<file path="src/rtl/rv32im_pkg.sv">
// Shared RV32IM decode constants: opcodes, ALU operation codes, immediate formats,
// write-back selects and the control bundle produced by the ID-stage decoder.
package rv32im_pkg;

    localparam logic [6:0] OPC_OP     = 7'b0110011;
    localparam logic [6:0] OPC_OP_IMM = 7'b0010011;
    localparam logic [6:0] OPC_LOAD   = 7'b0000011;
    localparam logic [6:0] OPC_STORE  = 7'b0100011;
    localparam logic [6:0] OPC_BRANCH = 7'b1100011;
    localparam logic [6:0] OPC_JAL    = 7'b1101111;
    localparam logic [6:0] OPC_JALR   = 7'b1100111;
    localparam logic [6:0] OPC_LUI    = 7'b0110111;
    localparam logic [6:0] OPC_AUIPC  = 7'b0010111;

    localparam logic [6:0] FUNCT7_BASE = 7'b0000000;
    localparam logic [6:0] FUNCT7_ALT  = 7'b0100000;
    localparam logic [6:0] FUNCT7_MEXT = 7'b0000001;

    localparam logic [2:0] FUNCT3_ADD_SUB = 3'b000;
    localparam logic [2:0] FUNCT3_SRL_SRA = 3'b101;

    // Jumps reuse the branch unit with an always-taken condition.
    localparam logic [2:0] BR_UNCOND = 3'b010;

    typedef enum logic [4:0] {
        ALU_ADD    = 5'b00000,
        ALU_SLL    = 5'b00001,
        ALU_SLT    = 5'b00010,
        ALU_SLTU   = 5'b00011,
        ALU_XOR    = 5'b00100,
        ALU_SRL    = 5'b00101,
        ALU_OR     = 5'b00110,
        ALU_AND    = 5'b00111,
        ALU_SUB    = 5'b01000,
        ALU_SRA    = 5'b01101,
        ALU_FWD    = 5'b01111,
        ALU_MUL    = 5'b10000,
        ALU_MULH   = 5'b10001,
        ALU_MULHSU = 5'b10010,
        ALU_MULHU  = 5'b10011,
        ALU_DIV    = 5'b10100,
        ALU_DIVU   = 5'b10101,
        ALU_REM    = 5'b10110,
        ALU_REMU   = 5'b10111
    } alu_op_e;

    typedef enum logic [3:0] {
        IMM_NONE = 4'b0000,
        IMM_I    = 4'b0001,
        IMM_S    = 4'b0010,
        IMM_B    = 4'b0011,
        IMM_U    = 4'b0100,
        IMM_J    = 4'b0101
    } imm_fmt_e;

    typedef enum logic [1:0] {
        WB_ALU  = 2'b00,
        WB_MEM  = 2'b01,
        WB_PC4  = 2'b10,
        WB_RSVD = 2'b11
    } wb_sel_e;

    typedef struct packed {
        alu_op_e    alu;
        logic       reg_write;
        logic [2:0] mem_write;
        logic [3:0] mem_read;
        logic [3:0] branch;
        imm_fmt_e   imm;
        logic       op1_pc;
        logic       op2_imm;
        wb_sel_e    wb_sel;
    } ctrl_t;

endpackage

</file>
<file path="src/rtl/control_unit_alu_op_decoder.sv">
// ALU operation selection from opcode/funct fields; also flags encodings
// that have no legal meaning so the top can squash them into a bubble.
module alu_op_decoder
    import rv32im_pkg::*;
(
    input  logic [6:0] opcode_i,
    input  logic [2:0] funct3_i,
    input  logic [6:0] funct7_i,
    output alu_op_e    alu_op_o,
    output logic       legal_o
);

    always_comb begin
        alu_op_o = ALU_ADD;
        legal_o  = 1'b1;
        case (opcode_i)
            OPC_OP: begin
                case (funct7_i)
                    FUNCT7_BASE: alu_op_o = alu_op_e'({2'b00, funct3_i});
                    FUNCT7_MEXT: alu_op_o = alu_op_e'({2'b10, funct3_i});
                    FUNCT7_ALT: begin
                        if (funct3_i == FUNCT3_ADD_SUB) begin
                            alu_op_o = ALU_SUB;
                        end else if (funct3_i == FUNCT3_SRL_SRA) begin
                            alu_op_o = ALU_SRA;
                        end else begin
                            legal_o = 1'b0;
                        end
                    end
                    default: legal_o = 1'b0;
                endcase
            end
            OPC_OP_IMM: begin
                // Only instruction bit 30 distinguishes SRAI from SRLI.
                if (funct3_i == FUNCT3_SRL_SRA && funct7_i[5]) begin
                    alu_op_o = ALU_SRA;
                end else begin
                    alu_op_o = alu_op_e'({2'b00, funct3_i});
                end
            end
            OPC_LOAD, OPC_STORE, OPC_BRANCH, OPC_JAL, OPC_JALR, OPC_AUIPC: begin
                alu_op_o = ALU_ADD;
            end
            OPC_LUI: alu_op_o = ALU_FWD;
            default: legal_o = 1'b0;
        endcase
    end

endmodule

</file>
<file path="src/rtl/control_unit.sv">
// ID-stage RV32IM decoder: purely combinational instruction -> control bundle.
// Illegal/unsupported words and RESET both yield an all-zero bubble.
module control_unit
    import rv32im_pkg::*;
(
    input  logic        CLK,
    input  logic        RESET,
    input  logic [31:0] INSTRUCTION,
    output logic [4:0]  alu_signal,
    output logic        reg_file_write,
    output logic [2:0]  main_mem_write,
    output logic [3:0]  main_mem_read,
    output logic [3:0]  branch_control,
    output logic [3:0]  immediate_select,
    output logic        oparand_1_select,
    output logic        oparand_2_select,
    output logic [1:0]  reg_write_select
);

    logic [6:0] opcode;
    logic [2:0] funct3;
    logic [6:0] funct7;
    alu_op_e    alu_op;
    logic       alu_legal;
    ctrl_t      ctrl;

    assign opcode = INSTRUCTION[6:0];
    assign funct3 = INSTRUCTION[14:12];
    assign funct7 = INSTRUCTION[31:25];

    // Register specifiers are consumed by the register file, not by decode.
    logic unused_bits;
    assign unused_bits = ^{CLK, INSTRUCTION[24:15], INSTRUCTION[11:7]};

    alu_op_decoder u_alu_op_decoder (
        .opcode_i (opcode),
        .funct3_i (funct3),
        .funct7_i (funct7),
        .alu_op_o (alu_op),
        .legal_o  (alu_legal)
    );

    always_comb begin
        ctrl     = '0;
        ctrl.alu = alu_op;
        case (opcode)
            OPC_OP: begin
                ctrl.reg_write = 1'b1;
                ctrl.wb_sel    = WB_ALU;
            end
            OPC_OP_IMM: begin
                ctrl.reg_write = 1'b1;
                ctrl.imm       = IMM_I;
                ctrl.op2_imm   = 1'b1;
            end
            OPC_LOAD: begin
                ctrl.reg_write = 1'b1;
                ctrl.mem_read  = {1'b1, funct3};
                ctrl.imm       = IMM_I;
                ctrl.op2_imm   = 1'b1;
                ctrl.wb_sel    = WB_MEM;
            end
            OPC_STORE: begin
                ctrl.mem_write = {1'b1, funct3[1:0]};
                ctrl.imm       = IMM_S;
                ctrl.op2_imm   = 1'b1;
            end
            OPC_BRANCH: begin
                // ALU forms the target PC + imm; the branch unit compares rs1/rs2.
                ctrl.branch  = {1'b1, funct3};
                ctrl.imm     = IMM_B;
                ctrl.op1_pc  = 1'b1;
                ctrl.op2_imm = 1'b1;
            end
            OPC_JAL: begin
                ctrl.reg_write = 1'b1;
                ctrl.branch    = {1'b1, BR_UNCOND};
                ctrl.imm       = IMM_J;
                ctrl.op1_pc    = 1'b1;
                ctrl.op2_imm   = 1'b1;
                ctrl.wb_sel    = WB_PC4;
            end
            OPC_JALR: begin
                ctrl.reg_write = 1'b1;
                ctrl.branch    = {1'b1, BR_UNCOND};
                ctrl.imm       = IMM_I;
                ctrl.op2_imm   = 1'b1;
                ctrl.wb_sel    = WB_PC4;
            end
            OPC_LUI: begin
                ctrl.reg_write = 1'b1;
                ctrl.imm       = IMM_U;
                ctrl.op2_imm   = 1'b1;
                ctrl.wb_sel    = WB_ALU;
            end
            OPC_AUIPC: begin
                ctrl.reg_write = 1'b1;
                ctrl.imm       = IMM_U;
                ctrl.op1_pc    = 1'b1;
                ctrl.op2_imm   = 1'b1;
            end
            default: ;
        endcase
        if (RESET || !alu_legal) begin
            ctrl = '0;
        end
    end

    assign alu_signal       = ctrl.alu;
    assign reg_file_write   = ctrl.reg_write;
    assign main_mem_write   = ctrl.mem_write;
    assign main_mem_read    = ctrl.mem_read;
    assign branch_control   = ctrl.branch;
    assign immediate_select = ctrl.imm;
    assign oparand_1_select = ctrl.op1_pc;
    assign oparand_2_select = ctrl.op2_imm;
    assign reg_write_select = ctrl.wb_sel;

endmodule

</file>
<file path="config.mk">
export PLATFORM = sky130hd
export DESIGN_NAME = control_unit
export DESIGN_NICKNAME = d
export VERILOG_FILES = /design/src/rtl/rv32im_pkg.sv /design/src/rtl/control_unit_alu_op_decoder.sv /design/src/rtl/control_unit.sv
export SDC_FILE = /design/constraint.sdc
export NUM_CORES = 1
export LEC_CHECK = 0
export CAP_MARGIN = 15
export CORE_MARGIN = 5
export CORE_UTILIZATION = 25
export DETAILED_ROUTE_END_ITERATION = 8
export PLACE_DENSITY_LB_ADDON = 0.15
export SLEW_MARGIN = 20
export SYNTH_ARGS = -nofsm -noshare
export SYNTH_HDL_FRONTEND = slang
export SYNTH_SLANG_ARGS = --single-unit
</file>
<file path="constraint.sdc">
create_clock -name vclk -period 4.2
set_input_delay 0.84 -clock vclk [all_inputs]
set_output_delay 0.84 -clock vclk [all_outputs]
set_load 0.05 [all_outputs]
</file>
# == After elaboration in Yosys (flattened, before gate mapping) ==
# Cells that the tools add are included.
# word_totals
ff_bits,0
input_bits,34
output_inout_bits,25
word_cells,42
# classes
n_reduce_logical,12
mux,18
n_eq_ne,12
# op_table
operator,count
5-bit one-hot mux with 3 select lines,2
"7-bit by 6-bit equality test with 1-bit output, second input constant",4
25-bit two-way mux,1
"7-bit equality test, second input constant",3
3-bit one-hot mux with 5 select lines,1
"7-bit by 5-bit equality test with 1-bit output, second input constant",2
4-bit two-way mux,3
4-bit one-hot mux with 2 select lines,1
8-bit OR reduction,1
"7-bit by 1-bit equality test with 1-bit output, second input constant",1
"7-bit by 2-bit equality test with 1-bit output, second input constant",1
7-bit zero test,1
7-bit OR reduction,1
2-bit OR reduction,3
3-bit OR reduction,2
1-bit two-way mux,5
5-bit two-way mux,1
1-bit one-hot mux with 2 select lines,2
2-bit one-hot mux with 2 select lines,1
"3-bit equality test, second input constant",1
3-bit zero test,1
3-bit two-way mux,1
1-bit logical AND,1
1-bit zero test,1
1-bit logical OR,1

# == Logic depth before layout (Yosys ltp) ==
# Gate-level depths: netlist (run 1).
# logic_depth
depth_word,8
depth_mapped,7
ltp_nobuf,5

# == Cells and area by module ==
# A second synthesis (run 1) with hierarchy kept.
# hier_totals
hier_cells,86
hier_area_um2,554.3
# by_module_without_submodules
module,area_per_inst_um2,seq_area_each_um2,cells_each,instances
control_unit,357.8,0.0,55,1
alu_op_decoder,196.4,0.0,31,1

# == Least setup slack after synthesis (run 1) ==
# No wires, ideal clock.
# synth_timing
path_type,input to output
start,in INSTRUCTION[6]
end,out branch_control[0]
t_arrival_ns,3.538
slack_ns,-0.178
path_stages,6
n_path_buf,1
t_required_ns,3.360
cell_sequence,buf_6 > or3_4 > nor4_4 > o211ai_1 > a21o_1 > nor4_1
# synth_via
elab_chain_cells,6
word_cells_on_any_way,16
cone_classes,eq/ne (9); mux (3); reduce/logical (4)
# synth_lines
item,line_no,source
start: declaration,control_unit.sv:8,"input logic [31:0] INSTRUCTION,"
7-bit by 2-bit equality test with 1-bit output (tied with other cells),control_unit_alu_op_decoder.sv:16,case (opcode_i)
8-bit OR reduction (no line),--,
1-bit one-hot mux with 2 select lines,control_unit_alu_op_decoder.sv:16,
1-bit zero test,control_unit.sv:104,if (RESET || !alu_legal) begin
1-bit logical OR,control_unit.sv:104,
25-bit two-way mux *,control_unit.sv:104,
end: declaration,control_unit.sv:13,"output logic [3:0] branch_control,"
# Every way passes the cells marked *; elsewhere a longest branch is shown, timed or not.

# == Worst setup path in the final report (run 1) ==
# layout_timing
start,in INSTRUCTION[6]
end,out main_mem_write[1]
# layout_via
elab_chain_cells,6
word_cells_on_any_way,15
cone_classes,eq/ne (9); mux (3); reduce/logical (3)
# layout_lines
item,line_no,source
7-bit by 2-bit equality test with 1-bit output (tied with other cells),control_unit_alu_op_decoder.sv:16,
8-bit OR reduction (no line),--,
1-bit one-hot mux with 2 select lines,control_unit_alu_op_decoder.sv:16,
1-bit zero test,control_unit.sv:104,
1-bit logical OR,control_unit.sv:104,
25-bit two-way mux *,control_unit.sv:104,
end: declaration,control_unit.sv:11,"output logic [2:0] main_mem_write,"
# Marked as above.

==> Flow_metrics.wiki, run 1 <==
{| class="wikitable"
! Metric !! Value
|-
| Antenna violation net count after detailed routing || 0
|-
| Highest fanout seen on the critical path || 15
|-
| Share of the yosys chip area belonging to registers || 0%
|-
| Initial DRT Pass Iterations || 4
|-
| RSZ-0062 raised after global routing || no
|-
| Post-synthesis average cell area || 5.95 µm²
|-
| Global-route wire length before repair || 3380 µm
|-
| Startpoint kind of the worst setup timing path || primary input
|-
| Max Slew Vio Count || 0
|-
| Synthesized-area fraction occupied by adder cells || 0%
|-
| Post-synth design cell area || 529 µm²
|-
| Detail-routed net length per standard cell || 12.5 µm
|-
| Critical path class || primary input to output pin
|-
| Max Clock Freq || 247 MHz
|-
| Path type of the worst min-delay path || primary input to output pin
|-
| Overall die area || 0.00314 mm²
|-
| Post-synthesis cell count || 89
|-
| I/O pin count || 59
|-
| Via count of the first global-routing pass || 764
|-
| Final sequential cell count || 0
|-
| Final sum of negative setup slack || 0 ns
|-
| Count of input and output buffers || 42
|-
| Final hold violation count || 0
|-
| Most frequent cells in the layout || 18 x clkdlybuf4s50_1, 18 x buf_12, 14 x buf_4
|-
| Ordered cell list for the critical path || clkdlybuf4s50_1 -> or3_4 -> nor4_4 -> o211ai_1 -> a21o_1 -> nor4_1 -> buf_4 -> buf_12
|-
| Detailed Place HPWL || 1700 µm
|-
| Peak supply drop || 0.0000423 V
|-
| Detailed-route via count || 790
|-
| Antenna violations before repair || 0
|-
| Layout area overhead || 122%
|-
| Detail Route met3 WL || 97 µm
|-
| Endpoint required time on the critical path || 3.36 ns
|-
| Reg area || 0 µm²
|-
| Yosys warning total || 0
|-
| Kind of cell adding the most delay to the critical path || simple AND/OR/NAND/NOR gates
|-
| Normalized max-slew margin || 63.0%
|-
| Hold_buf cts || 0
|-
| Post-cts sizing count || 0
|-
| Area fraction of the dominant cell type after synthesis || 8.51%
|-
| Final cycle utilization of the critical path || 96.3%
|-
| Cell total after placement || 159
|-
| Time the worst path needs with I/O delays and setup || 4.04 ns
|-
| Global placement routability congestion || 0.845
|-
| Power density relative to cell area || 45.9 mW/mm²
|-
| Wire length on met1 || 895 µm
|-
| Final setup violation count || 0
|-
| Number of distinct standard cells referenced by the synthesized netlist || 37
|-
| Largest area contributor in the synthesized netlist || nand2_1
|-
| DRC errors left || 0
|-
| Worst Path Buf+Inv || 3
|-
| Via density || 4.97
|-
| Synthesized-area fraction occupied by ao, oa, aoi and oai cells || 24.1%
|-
| Number of diodes || 0
|-
| Residual overflow from global routing || 0
|-
| Non-filler cells, final || 159
|-
| Clock Buffer Count || 0
|-
| Post-synthesis xor/xnor area fraction || 1.65%
|-
| Arrival @ worst endpoint || 3.20 ns
|-
| Die Y-Extent || 56.0 µm
|-
| Wirelength, routed || 1990 µm
|-
| Post-CTS Setup Inserts || 0
|-
| Row cnt || 16
|-
| Tightest Pin Transition || 0.550 ns
|-
| Crit end category || output pin
|-
| Share of synthesized area spent on multiplexers || 0%
|-
| Simple logic cell fraction of the synthesized area || 61.2%
|-
| Top post-synthesis cells by area || nand2_1 8.5%, a21oi_1 7.6%, nor2_1 7.1%
|-
| Fraction of layout cells with a size suffix above 1 || 31.8%
|-
| Floorplan Core Area || 0.00198 mm²
|-
| Width of the die || 56.0 µm
|-
| Worst path slowest cell || clkdlybuf4s50_1
|-
| # nets final || 168
|-
| Amount of wire on met2 after detailed routing || 965 µm
|-
| Initial standard-cell utilization of the core || 26.7%
|-
| Total global routing track utilization || 12.3%
|-
| Syn nets || 123
|-
| Delay of the slowest critical-path stage || 0.45 ns
|-
| Max layer used || met4
|-
| Static power due to leakage || 0.433 nW
|-
| Main combinational cell family by area after synthesis || simple AND/OR/NAND/NOR gates
|-
| 1st-iter DRT viols || 12
|-
| Run status || complete, no violations
|-
| Pin count of the biggest net entering global routing || 16
|-
| MaxCap Viol Count || 0
|}
-- synthesized netlist by cell type (2+ instances only) --
master,n
nand2_1,12
nor2_1,10
a21oi_1,8
inv_1,5
nor4_1,5
nand3_1,4
and2_1,3
nor3_1,3
or2_2,3
or3_1,3
a221oi_1,2
buf_6,2
clkbuf_1,2
nand4_1,2
nor3_2,2
o21ai_0,2
-- kinds of logic (layout without fill, tap and decap cells) --
| logic type | Yosys count | after routing |
|---|---|---|
| XOR/XNOR | 1 | 1 |
| other | 1 | 1 |
| AO/OA/AOI/OAI | 19 | 19 |
| buffers and inverters | 12 | 55 |
| AND/OR/NAND/NOR | 56 | 56 |
-- per-layer routing --
metal  vias up  global-route usage (%)
li1        407                       -
met1       353                    15.6
met2        28                    22.5
met3         2                   0.928
met4         0                    2.37
met5         -                       0
-- cell type report --
cell class	count	area [µm²]
tap	27	33.8
inverter	5	18.8
multi-input combinational	77	477
timing repair buffer	50	646
fill	183	807
-- where the power goes --
| part | internal (mW) | switching (mW) |
|---|---|---|
| Clock | 0 | 0 |
| Combinational | 0.0263 | 0.0277 |
| Sequential | 0 | 0 |
| Total | 0.0263 | 0.0277 |
-- metrics by stage --
stage	utilization, %	hold slack [ns]	setup slack (ns)	total power [mW]	cell area, µm²
after floorplan	-	1.85	-0.178	0.0263	529
after global placement	58.6	2.50	0.152	0.0529	1160
after detailed placement	58.6	2.49	0.137	0.0535	1160
after CTS	58.6	2.50	0.128	0.0536	1160
after global routing	59.3	2.52	0.0170	0.0586	1170
final	59.3	2.49	0.156	0.0540	1170
-- path summary, 6_finish.rpt --
kind / from / end / slack (ns) / depth (start not counted)
setup / recovery: INSTRUCTION[6] / main_mem_write[1] / 0.16 / 8
hold / removal: INSTRUCTION[14] / branch_control[2] / 2.49 / 4
Power figures use the tool's default switching activity.
==> run 2, diff against run 1 <==
--- a/config.mk
+++ b/config.mk
@@ -9,6 +9,7 @@
 export CORE_MARGIN = 5
 export CORE_UTILIZATION = 25
 export DETAILED_ROUTE_END_ITERATION = 8
+export DONT_BUFFER_PORTS = 1
 export PLACE_DENSITY_LB_ADDON = 0.15
 export SLEW_MARGIN = 20
 export SYNTH_ARGS = -nofsm -noshare
==> Flow_metrics.wiki, run 2 (synthesis gave the netlist of run 1 again) <==
{| class="wikitable"
! Metric !! Value
|-
| Sequential share of power || 0%
|-
| I/O pin count || 59
|-
| Final setup violation count || 0
|-
| Max layer used || met3
|-
| Hold_buf cts || 0
|-
| Row cnt || 16
|-
| Count of input and output buffers || 0
|-
| Initial DRT Pass Iterations || 4
|-
| DRC errors left || 0
|-
| MaxCap Viol Count || 0
|-
| Final sum of negative setup slack || 0 ns
|-
| Logic pwr share || 100.0%
|-
| Power density relative to cell area || 35.6 mW/mm²
|-
| Critical path class || primary input to output pin
|-
| Detailed-route via count || 687
|-
| Floorplan Core Area || 0.00198 mm²
|-
| Initial standard-cell utilization of the core || 26.7%
|-
| Final hold violation count || 0
|-
| Finished Core Util || 35.2%
|-
| Tightest Pin Transition || 0.893 ns
|-
| Post-CTS Setup Inserts || 0
|-
| Crit end category || output pin
|-
| Die Y-Extent || 56.0 µm
|-
| Detail-routed net length per standard cell || 14.6 µm
|-
| Most frequent cells in the layout || 19 x buf_4, 12 x nand2_1, 10 x nor2_1
|-
| Overall die area || 0.00314 mm²
|-
| Power Internal || 8.42 µW
|-
| Number of inserted filler cells in the final layout || 220
|-
| Endpoint required time on the critical path || 3.36 ns
|-
| Width of the die || 56.0 µm
|-
| Ordered cell list for the critical path || or3_4 -> nor4_4 -> o211ai_1 -> a21o_1 -> nor4_2 -> buf_4
|-
| Time the worst path needs with I/O delays and setup || 3.51 ns
|-
| Residual overflow from global routing || 0
|-
| Global placement routability congestion || 0.827
|-
| Amount of wire on met2 after detailed routing || 887 µm
|-
| Path type of the worst min-delay path || primary input to output pin
|-
| Run status || complete, no violations
|-
| Normalized max-slew margin || 40.2%
|-
| Highest fanout seen on the critical path || 15
|-
| Max Clock Freq || 285 MHz
|-
| WHS || 1.86 ns
|-
| RSZ-0062 raised after global routing || no
|-
| Final cycle utilization of the critical path || 83.6%
|-
| Arrival @ worst endpoint || 2.67 ns
|-
| Final sequential cell count || 0
|-
| Total global routing track utilization || 11.4%
|-
| Layout area overhead || 31.7%
|-
| Antenna violation net count after detailed routing || 0
|-
| Proportion of power drawn by the clock network || 0%
|-
| Startpoint kind of the worst setup timing path || primary input
|-
| Switching Power || 16.4 µW
|-
| Detailed Place HPWL || 1520 µm
|-
| Peak supply drop || 0.0000139 V
|-
| 1st-iter DRT viols || 19
|-
| Via density || 5.37
|-
| # nets final || 137
|-
| Most common library cell in the layout ignoring fill and taps || buf_4
|-
| Static power due to leakage || 0.248 nW
|-
| Detail Route met3 WL || 204 µm
|-
| Pin count of the biggest net entering global routing || 16
|-
| Global-route wire length before repair || 3110 µm
|-
| Delay of the slowest critical-path stage || 0.40 ns
|-
| Post-cts sizing count || 0
|-
| Wire length on met1 || 783 µm
|-
| Reg area || 0 µm²
|-
| Multi-input combinational cell area || 502 µm²
|-
| Worst Path Buf+Inv || 1
|-
| Wirelength, routed || 1870 µm
|-
| Fraction of layout cells with a size suffix above 1 || 32.7%
|-
| Max Slew Vio Count || 0
|-
| Clock Buffer Count || 0
|-
| Via count of the first global-routing pass || 667
|-
| Number of diodes || 0
|-
| Worst path slowest cell || a21o_1
|-
| Antenna violations before repair || 0
|-
| Pwr Total || 24.8 µW
|-
| Switching fraction of total power || 66.1%
|-
| Kind of cell adding the most delay to the critical path || simple AND/OR/NAND/NOR gates
|}
[run 2: stage by stage]
step / cells / setup slack [ns] / cell area, µm²
detailed placement: 128 / 0.674 / 697
global route: 128 / 0.574 / 697
global placement: 128 / 0.717 / 697
floorplan: 89 / -0.178 / 529
CTS: 128 / 0.674 / 697
finish: 128 / 0.688 / 697
[run 2: power by group through the flow]
| stage | registers, mW | logic [mW] | clock network, mW |
|---|---|---|---|
| after floorplan | 0 | 0.0263 | 0 |
| final | 0 | 0.0248 | 0 |
| after global placement | 0 | 0.0245 | 0 |
| after CTS | 0 | 0.0247 | 0 |
| after detailed placement | 0 | 0.0246 | 0 |
| after global routing | 0 | 0.0274 | 0 |
[run 2: area by class of cell]
class,instances,area share [%]
multi-input cells,77,72.0
repair buffers,19,20.5
well taps,27,4.85
inverters,5,2.69
[run 2: path summary, 6_finish.rpt]
check | cells after the start | from | endpoint | slack [ns]
hold / removal | 1 | RESET | reg_write_select[1] | 1.86
setup / recovery | 6 | INSTRUCTION[6] | main_mem_write[0] | 0.69
[run 2: routing by layer]
layer / up-vias / global-route usage, %
met5: - / 0
met4: 0 / 0
met3: 0 / 2.55
met2: 28 / 20.4
met1: 316 / 14.8
li1: 343 / -
